===== config.mk =====
export PLATFORM = sky130hd
export DESIGN_NAME = btn_cond
export DESIGN_NICKNAME = d
export VERILOG_FILES = /design/src/rtl/btn_cond.sv
export SDC_FILE = /design/constraint.sdc
export NUM_CORES = 1
export LEC_CHECK = 0
export ABC_AREA = 1
export CORE_ASPECT_RATIO = 0.8
export CORE_MARGIN = 8
export CORE_UTILIZATION = 60
export DETAILED_ROUTE_END_ITERATION = 10
export MAX_ROUTING_LAYER = met4
export PLACE_DENSITY_LB_ADDON = 0.15
export SLEW_MARGIN = 5
export SYNTH_ARGS = -nofsm -noshare
export SYNTH_HDL_FRONTEND = slang
export SYNTH_SLANG_ARGS = --single-unit

===== constraint.sdc =====
create_clock -name clk_i -period 2.3 [get_ports clk_i]
set_input_delay 0.46 -clock clk_i [delete_from_list [all_inputs] [get_ports clk_i]]
set_output_delay 0.46 -clock clk_i [all_outputs]
set_load 0.02 [all_outputs]

===== src/rtl/btn_cond.sv =====
// Push-button conditioner: per-pin polarity fix, 2-FF sync and debounce; up/down
// shaped into mutually exclusive levels with auto-repeat gaps, select as a clean level.
module btn_cond #(
  parameter int unsigned DEB_CYCLES = 500000,
  parameter int unsigned REP_DELAY  = 25000000,
  parameter int unsigned REP_PERIOD = 10000000,
  parameter int unsigned GAP_CYCLES = 4,
  parameter int unsigned CNT_W      = 25,
  parameter bit          ACTIVE_LOW = 1'b1
) (
  input  logic clk_i,
  input  logic rst_i,
  input  logic up_btn_i,
  input  logic down_btn_i,
  input  logic sel_btn_i,
  output logic up_o,
  output logic down_o,
  output logic sel_o
);

  typedef enum logic [1:0] {
    IDLE  = 2'd0,
    HELD  = 2'd1,
    GAP   = 2'd2,
    RHELD = 2'd3
  } state_e;

  localparam logic [CNT_W-1:0] DEB_LAST = CNT_W'(DEB_CYCLES - 1);
  localparam logic [CNT_W-1:0] DLY_LAST = CNT_W'(REP_DELAY - 1);
  localparam logic [CNT_W-1:0] PER_LAST = CNT_W'(REP_PERIOD - 1);
  localparam logic [CNT_W-1:0] GAP_LAST = CNT_W'(GAP_CYCLES - 1);

  function automatic logic [CNT_W-1:0] sat_inc(input logic [CNT_W-1:0] v);
    return (v == '1) ? v : v + 1'b1;
  endfunction

  logic [2:0] raw;
  logic [2:0] stable;
  logic [1:0] idle;
  logic [1:0] go;
  logic [1:0] lvl;

  // Channel order: 0 = up, 1 = down, 2 = select; raw is active-high from here on.
  assign raw = {sel_btn_i, down_btn_i, up_btn_i} ^ {3{ACTIVE_LOW}};

  for (genvar g = 0; g < 3; g++) begin : g_deb
    logic             sync1_q;
    logic             sync2_q;
    logic             stb_q;
    logic [CNT_W-1:0] cnt_q;

    always_ff @(posedge clk_i or negedge rst_i) begin
      if (!rst_i) begin
        sync1_q <= 1'b0;
        sync2_q <= 1'b0;
        stb_q   <= 1'b0;
        cnt_q   <= '0;
      end else begin
        sync1_q <= raw[g];
        sync2_q <= sync1_q;
        if (sync2_q != stb_q) begin
          if (cnt_q == DEB_LAST) begin
            stb_q <= sync2_q;
            cnt_q <= '0;
          end else begin
            cnt_q <= sat_inc(cnt_q);
          end
        end else begin
          cnt_q <= '0;
        end
      end
    end

    assign stable[g] = stb_q;
  end

  // A channel may leave IDLE only while the other FSM is idle; up wins a tie.
  always_comb begin
    go    = '0;
    go[0] = stable[0] & idle[1];
    go[1] = stable[1] & idle[0] & ~go[0];
  end

  for (genvar g = 0; g < 2; g++) begin : g_fsm
    state_e           st_q;
    logic [CNT_W-1:0] cnt_q;
    logic             out_q;

    always_ff @(posedge clk_i or negedge rst_i) begin
      if (!rst_i) begin
        st_q  <= IDLE;
        cnt_q <= '0;
        out_q <= 1'b0;
      end else if (!stable[g]) begin
        st_q  <= IDLE;
        cnt_q <= '0;
        out_q <= 1'b0;
      end else begin
        case (st_q)
          IDLE: begin
            cnt_q <= '0;
            if (go[g]) begin
              st_q  <= HELD;
              out_q <= 1'b1;
            end else begin
              out_q <= 1'b0;
            end
          end
          HELD: begin
            if (cnt_q == DLY_LAST) begin
              st_q  <= GAP;
              cnt_q <= '0;
              out_q <= 1'b0;
            end else begin
              cnt_q <= sat_inc(cnt_q);
              out_q <= 1'b1;
            end
          end
          GAP: begin
            if (cnt_q == GAP_LAST) begin
              st_q  <= RHELD;
              cnt_q <= '0;
              out_q <= 1'b1;
            end else begin
              cnt_q <= sat_inc(cnt_q);
              out_q <= 1'b0;
            end
          end
          RHELD: begin
            if (cnt_q == PER_LAST) begin
              st_q  <= GAP;
              cnt_q <= '0;
              out_q <= 1'b0;
            end else begin
              cnt_q <= sat_inc(cnt_q);
              out_q <= 1'b1;
            end
          end
          default: begin
            st_q  <= IDLE;
            cnt_q <= '0;
            out_q <= 1'b0;
          end
        endcase
      end
    end

    assign idle[g] = (st_q == IDLE);
    assign lvl[g]  = out_q;
  end

  assign up_o   = lvl[0];
  assign down_o = lvl[1];
  assign sel_o  = stable[2];

endmodule


## After elaboration in Yosys (flattened, before gate mapping)

Index checks and enable logic that the tools add are counted.

| storage, ports and cells | value |
|---|---|
| register bits | 140 |
| bits of input ports | 5 |
| output and inout port bits | 3 |
| logic and storage cells | 114 |

| operators by class | value |
|---|---|
| $add $sub $neg | 5 |
| equal/unequal tests | 34 |
| multiplexer cells | 45 |
| bitwise operators | 5 |
| reduce and logical (&&, ||, !) cells | 7 |

Operators by type and width:

| operator | count |
|---|---|
| 25-bit two-way mux | 19 |
| 25-bit one-hot mux with 4 select lines | 2 |
| 25-bit equality test (second input constant) | 7 |
| 25-bit by 1-bit adder with 25-bit output (second input constant) | 5 |
| 25-bit by 19-bit equality test with 1-bit output (second input constant) | 3 |
| 25-bit by 2-bit equality test with 1-bit output (second input constant) | 2 |
| 25-bit by 24-bit equality test with 1-bit output (second input constant) | 2 |
| 3-bit != test (second input constant) | 11 |
| 2-bit two-way mux | 10 |
| 2-bit one-hot mux with 4 select lines | 2 |
| 1-bit two-way mux | 10 |
| 2-bit equality test (second input constant) | 4 |
| 1-bit one-hot mux with 4 select lines | 2 |
| 4-bit AND reduction | 2 |
| 2-bit AND reduction | 3 |
| 2-bit by 1-bit equality test with 1-bit output (second input constant) | 2 |
| 2-bit logical NOT | 2 |
| 1-bit AND | 3 |
| 1-bit != test | 3 |
| 3-bit NOT | 1 |
| 1-bit NOT | 1 |

## Longest topological paths before layout

Gate-level depths: netlist of the first run.

| depth | value |
|---|---|
| word-level depth | 7 |
| depth in mapped cells | 12 |
| gate-level depth less buffers | 11 |

## Worst setup path before layout of the first run

Ideal clock, no wire load.

| timing path | value |
|---|---|
| path type | register to register |
| start point | register g_fsm[0].cnt_q[0] |
| end point | register g_fsm[0].cnt_q[5] |
| setup time | 122 ps |
| data arrival time | 1596 ps |
| data required time | 2178 ps |
| setup slack | 582 ps |
| stages on the path, launching flop included | 12 |
| path buffers | 1 |
| period minus slack after synthesis | 1718 ps |
| cell sequence | dfrtp_1 -> ha_1 -> nand2_2 -> nor2_8 -> nand2_2 -> nor2_1 -> nand3_1 -> nand2_2 -> nand3_2 -> buf_6 -> nand3_1 -> nor2_1 |

| on the way | value |
|---|---|
| word-level cells in the longest chain between the ends | 5 |
| elaborated cells between the ends (all ways) | 11 |
| classes of those cells | add/sub (1); eq/ne (4); mux (6) |

Ends and longest elaborated chain:

| element | RTL line | text |
|---|---|---|
| from (decl) | 86 | `logic [CNT_W-1:0] cnt_q;` |
| from (signal assigned) | 115 | `cnt_q <= sat_inc(cnt_q);` |
| from (signal assigned) | 125 | `cnt_q <= sat_inc(cnt_q);` |
| from (signal assigned) | 135 | `cnt_q <= sat_inc(cnt_q);` |
| 25-bit by 1-bit adder with 25-bit output or 25-bit equality test (tied branches) | 34 | `return (v == '1) ? v : v + 1'b1;` |
| 25-bit two-way mux | 34 |  |
| 25-bit two-way mux, on equally long branches | 130, 110, 120 |  |
| 25-bit one-hot mux with 4 select lines (*) | 99 | `case (st_q)` |
| 25-bit two-way mux (*) | 94 | `end else if (!stable[g]) begin` |

Every way passes the cells marked *; elsewhere a longest branch is shown, timed or not.
A chain may end at the register's enable or synchronous reset.

## Worst setup path after layout of the first run

| timing path | value |
|---|---|
| start point | register g_deb[2].cnt_q[0] |
| end point | register g_deb[2].cnt_q[5] |

| on the way | value |
|---|---|
| word-level cells in the longest chain between the ends | 4 |
| elaborated cells between the ends (all ways) | 7 |
| classes of those cells | add/sub (1); eq/ne (3); mux (3) |

Ends and longest elaborated chain:

| element | RTL line | text |
|---|---|---|
| from (decl) | 50 | `logic [CNT_W-1:0] cnt_q;` |
| from (signal assigned) | 66 | `cnt_q <= sat_inc(cnt_q);` |
| 25-bit by 1-bit adder with 25-bit output | 34 |  |
| 25-bit two-way mux | 34 |  |
| 25-bit two-way mux | 62 | `if (cnt_q == DEB_LAST) begin` |
| 25-bit two-way mux | 61 | `if (sync2_q != stb_q) begin` |

Several ways; a longest one is shown, not always the timed one. The select of a mux whose other input is x is not followed.

==> out/results.tsv, run 1 <==
stage	metric	value	unit
route	Initial DRT Pass Iterations	6	
setup_path	Req. time, crit path	2590	ps
clock_tree	H-tree depth	4	
finish	Nets	1460	
clock_tree	CTS tree	done	
floorplanning	core region area	0.01511	mm^2
clock_tree	post-CTS setup buffer count	0	
power_and_ir_drop	Peak supply drop	0.4966	mV
clock_tree	root buf cell	clkbuf_16	
job	maxcap violations	0	
placement	Post-DP HPWL	18560	um
logic_synthesis	Seq/Total Area, Yosys	37.49	%
logic_synthesis	Gate Count Post-Synth	1425	
logic_synthesis	syn nets	1435	
grt	GRT overflow	0	
setup_path	reg-to-reg slack, setup	270	ps
min_path	hold depth	0	
grt	antenna violations before repair	0	
floorplanning	initial cell density of the core	61.83	%
grt	vias in the first global route	8440	
logic_synthesis	syn_area_per_cell	6.558	um^2
setup_path	Worst path top cell family by delay	simple AND/OR/NAND/NOR gates	
timing	FMAX	493.8	MHz
route	drc violations	0	
logic_synthesis	Synth Cell Area	0.009345	mm^2
timing	Rel. slew slack	59.49	%
min_path	startpoint of the worst hold path	g_deb[0].sync1_q$_DFF_PN0_	
setup_path	worst r2r path cells	6	
setup_path	CP Max Fanout	7	
clock_tree	Max clock buf depth	2	
floorplanning	DIE AREA	0.01985	mm^2
logic_synthesis	#FFs+latches synth	140	
status	status	complete, no violations	
route	DR iter-0 viols	1161	
grt	overall routing resource usage	26.58	%
setup_path	Cell Chain, Critical Path	ha_1, nand3_4, nor2_1, nand3_1, nand2_1, nor3_1	
route	DR vias/cell	5.568	
setup_path	Crit. End Element	register	
setup_path	RR Endpoint	g_deb[2].cnt_q[5]$_DFFE_PN0P_	
timing	final hold violation count	0	
timing	Hold WS	348.6	ps
logic_synthesis	synth warn	0	
setup_path	slowest CP cell	dfrtp_1	
timing	setup_tns	0	ps
floorplanning	# IOs	8	
min_path	Worst Hold Path EP	g_deb[0].sync2_q$_DFF_PN0_	
setup_path	Reg2Reg Launch Point	g_deb[2].cnt_q[0]$_DFFE_PN0P_	
route	via count	9315	
timing	endpoints failing setup	0	
min_path	Hold Path Class	reg -> reg	
timing	Slew Viols, Final	0	
power_and_ir_drop	Pwr Total	0.005674	W
clock_tree	Clk Latency, worst-skew pair	420	ps
setup_path	critical path class	reg -> reg	
grt	largest net degree at the start of global routing	54	
clock_tree	Num CTS Buffers	17	
route	routed wire length	24950	um
clock_tree	Num Clock Sinks	140	
clock_tree	Reg clk slew, reported paths	60	ps
setup_path	crit path buf inv count	0	
power_and_ir_drop	Lkg Pwr	4.856	nW
timing	fin crit share	88.05	%
finish	commonest non-fill, non-tap cell in the layout	nand2_1	
timing	slew of the pin with the lowest slew margin	603.0	ps
route	Routed Antenna Nets	0	
finish	Fillers	1330	
power_and_ir_drop	power per cell area	547.0	mW/mm^2
grt	first-pass GRT wire length	41770	um
finish	n_diodes	0	
timing	RSZ-0062 raised after global routing	false	
timing	Clock Skew	10.82	ps
floorplanning	Die Y	127.6	um
finish	fraction of layout cells with a size suffix above 1	7.587	%
timing	crit path time final	2025	ps
logic_synthesis	Cell variety after synth	38	
placement	gp weighted congestion	1.017	
placement	PortBufs	7	
floorplanning	die width	155.5	um
finish	Layout area overhead	10.99	%
setup_path	largest stage delay on the critical path	420	ps
setup_path	CP Launch Type	register	
route	per-cell routed wire length	14.92	um
setup_path	CP arrival	2320	ps
floorplanning	row cnt	40	
finish	most frequent cells in the layout	nand2_1, nor2_1, inv_1, nand3_1, dfrtp_1	
layout make-up:
| cell class | count | area (um^2) | area share (%) |
|---|---|---|---|
| sequential | 140 | 3503 | 33.78 |
| timing repair buffer | 27 | 249.0 | 2.400 |
| inverter | 185 | 694.4 | 6.695 |
| clock inverter | 11 | 190.2 | 1.834 |
| multi-input combinational | 1079 | 5012 | 48.32 |
| tap | 210 | 262.8 | 2.533 |
| clock buffer | 21 | 460.4 | 4.439 |
stage by stage:
step | setup WS [ps] | cell area (um^2) | utilization, % | cells
finish | 274.8 | 10370 | 68.63 | 1673
CTS | 230.9 | 10360 | 68.58 | 1673
global route | 18.05 | 10370 | 68.63 | 1673
detailed placement | 242.8 | 9704 | 64.21 | 1640
global placement | 321.8 | 9704 | 64.21 | 1640
floorplan | 582.3 | 9345 | - | 1425
logic make-up after synthesis:
| group | synth area share (%) |
|---|---|
| flip-flops | 37.49 |
| buffers and inverters | 8.957 |
| XOR/XNOR | 1.473 |
| adder cells (fa/ha/maj) | 0.6694 |
| AND/OR/NAND/NOR | 46.45 |
| AO/OA/AOI/OAI | 4.967 |
report_power, final:
part | switching, W | internal (W) | leakage (nW)
clock network | 0.00106 | 0.00198 | 0.305
logic | 0.0000988 | 0.0000389 | 2.62
registers | 0.0000216 | 0.00248 | 1.94
total | 0.00118 | 0.00450 | 4.86
how the worst max path moves through the flow:
stage,slack [ps],depth (start not counted),startpoint,endpoint
CTS,230,11,g_deb[1].cnt_q[0]$_DFFE_PN0P_,g_deb[1].cnt_q[5]$_DFFE_PN0P_
finish,270,6,g_deb[2].cnt_q[0]$_DFFE_PN0P_,g_deb[2].cnt_q[5]$_DFFE_PN0P_
detailed placement,240,11,g_deb[1].cnt_q[0]$_DFFE_PN0P_,g_deb[1].cnt_q[7]$_DFFE_PN0P_
global route,20,10,g_fsm[0].cnt_q[0]$_DFF_PN0_,g_fsm[0].cnt_q[18]$_DFF_PN0_
global placement,320,11,g_deb[1].cnt_q[0]$_DFFE_PN0P_,g_deb[1].cnt_q[18]$_DFFE_PN0P_
floorplan,580,11,g_fsm[0].cnt_q[0]$_DFF_PN0_,g_fsm[0].cnt_q[5]$_DFF_PN0_
cells in the mapped netlist, drive strengths merged:
library cell / instances / share of area (%)
nand4: 58 / 3.9
ha: 5 / 0.67
xor2: 11 / 1.2
a31oi: 2 / 0.13
o21ai: 45 / 2.5
a21oi: 28 / 1.5
nor4: 1 / 0.067
nor3b: 1 / 0.080
inv: 184 / 7.4
clkbuf: 5 / 0.20
nor2: 288 / 12
o31ai: 7 / 0.56
buf: 16 / 1.3
dfrtp: 140 / 37
xnor2: 3 / 0.28
nand3b: 5 / 0.40
nand3: 167 / 9.6
clkinv: 1 / 0.040
nor3: 48 / 2.6
or2: 13 / 0.87
o21bai: 3 / 0.24
nand2: 394 / 16
metal layers:
| layer | wire [um] | GRT usage (%) |
|---|---|---|
| met3 | 2153 | 5.222 |
| met5 | 0 | - |
| met4 | 212 | 5.410 |
| met2 | 10540 | 37.65 |
| met1 | 12050 | 38.66 |
registers in the layout, indices dropped and copies added, names as in the netlist:
| signal | cells |
|---|---|
| g_deb.stb_q | 2 |
| g_deb.sync2_q | 3 |
| up_o | 1 |
| sel_o | 1 |
| g_deb.sync1_q | 3 |
| g_fsm.cnt_q | 50 |
| g_fsm.st_q | 4 |
| g_deb.cnt_q | 75 |
| down_o | 1 |
repair_timing:
| action | 4_1_cts | 5_1_grt |
|---|---|---|
| setup endpoints to repair | 0 | 7 |
| hold buffers | 1 | 0 |
| endpoints found under the hold margin | 46 | 0 |
| gates resized for setup | 0 | 1 |
(Power assumes the default switching activity.)
==> inputs of run 2 (changes only) <==
--- a/config.mk
+++ b/config.mk
@@ -10,3 +10,3 @@
 export CORE_MARGIN = 8
-export CORE_UTILIZATION = 60
+export CORE_UTILIZATION = 45
 export DETAILED_ROUTE_END_ITERATION = 10
@@ -14,2 +14,3 @@
 export PLACE_DENSITY_LB_ADDON = 0.15
+export RECOVER_POWER = 25
 export SLEW_MARGIN = 5
--- a/constraint.sdc
+++ b/constraint.sdc
@@ -3,2 +3,2 @@
 set_output_delay 0.46 -clock clk_i [all_outputs]
-set_load 0.02 [all_outputs]
+set_load 0.005 [all_outputs]
==> run 2 against run 1 <==
Against the previous run: non-clock buffer count grew 7; design area grew 0.78%; sequential share of layout area down 0.26 points; cell count grew 3.9%; utilization down 18 points; register-to-register slack lost 110 ps; maximum frequency shrank 5.0%; clock-buffer cell count is 2 lower; critical path type unchanged; critical endpoint is now g_fsm[0].cnt_q[22]$_DFF_PN0_; largest power group unchanged.
==> out/results.tsv, run 2 (synthesis results as in run 1) <==
stage	metric	value	unit
clock_tree	Num Clock Sinks	140	
timing	endpoints failing setup	0	
timing	FMAX	469.2	MHz
grt	first-pass GRT wire length	44300	um
grt	GRT overflow	0	
timing	Slew Viols, Final	0	
power_and_ir_drop	Lkg Pwr	4.873	nW
floorplanning	DIE AREA	0.02566	mm^2
timing	setup_tns	0	ps
route	routed wire length	26250	um
route	Routed Antenna Nets	0	
grt	overall routing resource usage	22.07	%
finish	Largest regs	g_deb.cnt_q: 75 flops, g_fsm.cnt_q: 50 flops, g_fsm.st_q: 4 flops	
route	met3 wire len	1945	um
placement	gp weighted congestion	0.9609	
floorplanning	die width	177.1	um
timing	crit path time final	2131	ps
placement	Post-DP Area	0.009831	mm^2
power_and_ir_drop	power per cell area	529.8	mW/mm^2
finish	most frequent cells in the layout	nand2_1, nor2_1, inv_1, nand3_1, dfrtp_1	
grt	largest net degree at the start of global routing	44	
setup_path	Cell Chain, Critical Path	ha_1, nand2_2, nor2_8, nand2_2, nor2_1, nand3_1, nand2_2, nand3_2, nand2_2, nor2_1	
clock_tree	H-tree depth	4	
clock_tree	CTS tree	done	
clock_tree	Max clock buf depth	2	
route	Initial DRT Pass Iterations	7	
finish	commonest non-fill, non-tap cell in the layout	nand2_1	
finish	Top reg by flops	g_deb.cnt_q	
route	met1 wire length	13260	um
floorplanning	# IOs	8	
route	top sig layer	met4	
setup_path	largest stage delay on the critical path	430	ps
timing	final hold violation count	0	
timing	Rel. slew slack	25.83	%
finish	fraction of layout cells with a size suffix above 1	8.095	%
route	per-cell routed wire length	15.10	um
route	drc violations	0	
route	DR vias/cell	5.326	
status	status	complete, no violations	
floorplanning	Die Y	144.9	um
timing	RSZ-0062 raised after global routing	false	
finish	Layout area overhead	11.86	%
timing	Clock Skew	11.07	ps
timing	slew of the pin with the lowest slew margin	1113	ps
placement	Post-DP HPWL	19840	um
setup_path	CP Max Fanout	13	
setup_path	critical path class	reg -> reg	
finish	Final Instance Area	0.01045	mm^2
timing	fin crit share	92.66	%
grt	vias in the first global route	8637	
route	DR iter-0 viols	1223	
clock_tree	Clk Latency, worst-skew pair	420	ps
clock_tree	post-CTS setup buffer count	0	
clock_tree	Reg clk slew, reported paths	60	ps
setup_path	CP Launch Type	register	
setup_path	slowest CP cell	dfrtp_1	
finish	max reg flops	75	
clock_tree	root buf cell	clkbuf_16	
setup_path	Req. time, crit path	2600	ps
floorplanning	row cnt	47	
finish	n_diodes	0	
min_path	Hold Path Class	reg -> reg	
route	WL met2	10670	um
setup_path	Crit. End Element	register	
grt	antenna violations before repair	0	
floorplanning	core region area	0.02052	mm^2
setup_path	Top cell by count, worst path	nand2_2	
power_and_ir_drop	Peak supply drop	0.4227	mV
placement	PortBufs	7	
floorplanning	initial cell density of the core	45.53	%
job	maxcap violations	0	
route	via count	9262	
setup_path	CP arrival	2430	ps
clock_tree	Num CTS Buffers	17	
finish	Nets	1467	
==> run 2: cell types whose count changed in the layout (fill, tap and decap cells not counted) <==
cell             previous run  this run
buf_4                      17        23
bufinv_16                   5         3
clkbuf_1                    2         1
clkbuf_2                    0         1
clkbuf_8                    2         1
clkdlybuf4s50_1             6         3
clkinv_4                    0         2
dlygate4sd3_1               1         4
inv_6                       0         2
==> run 2: critical path, delay by kind of cell, from the launching register on <==
family        cells  cell delay [ps]
fa+ha+maj         1              210
flops             1              430
simple gates      9             1390
==> run 2: area by class of cell <==
class	count	area (um^2)
Tap cell	269	336.6
Sequential cell	140	3503
Clock inverter	13	165.2
Fill cell	2082	10070
Clock buffer	19	442.9
Inverter	185	694.4
Multi-Input combinational cell	1079	5012
Timing Repair Buffer	34	299.0
==> run 2: final timing paths <==
| kind | from | to | slack, ps | depth (start not counted) |
|---|---|---|---|---|
| max | g_fsm[0].cnt_q[0]$_DFF_PN0_ | g_fsm[0].cnt_q[22]$_DFF_PN0_ | 170 | 10 |
| min | g_deb[1].sync1_q$_DFF_PN0_ | g_deb[1].sync2_q$_DFF_PN0_ | 350 | 0 |
| max reg2reg | g_fsm[0].cnt_q[0]$_DFF_PN0_ | g_fsm[0].cnt_q[22]$_DFF_PN0_ | 170 | 10 |
| min reg2reg | g_deb[1].sync1_q$_DFF_PN0_ | g_deb[1].sync2_q$_DFF_PN0_ | 350 | 0 |
| max in group asynchronous | rst_i | g_deb[2].cnt_q[21]$_DFFE_PN0P_ | 630 | 3 |
| min in group asynchronous | rst_i | g_fsm[1].cnt_q[1]$_DFF_PN0_ | 790 | 2 |
==> run 2: what timing repair did <==
item	4_1_cts	5_1_grt
resized for setup	0	2
hold buffers	1	0
setup endpoints to repair	0	9
endpoints found under the hold margin	40	0
==> run 2: report_power, final <==
| group | total (W) | internal (W) | switching, W |
|---|---|---|---|
| logic | 0.000146 | 0.0000415 | 0.000105 |
| clock network | 0.00289 | 0.00174 | 0.00115 |
| registers | 0.00250 | 0.00248 | 0.0000181 |
| total | 0.00554 | 0.00426 | 0.00127 |
==> run 2: per-layer routing <==
layer	vias up	track usage, %
met2	323	30.73
met4	0	5.916
li1	4619	-
met5	-	-
met3	36	3.916
met1	4284	32.25
==> run 2: through the flow <==
stage               power (W)  hold slack (ps)  utilization (%)  setup slack (ps)  instances
floorplan            0.002594            164.4                -             582.3       1425
global placement     0.002695            334.0            47.90             267.9       1706
detailed placement   0.002695            337.1            47.90             172.7       1706
CTS                  0.005603            352.0            50.91             171.7       1739
global route         0.005736            364.9            50.94             12.47       1739
finish               0.005538            350.3            50.94             168.8       1739
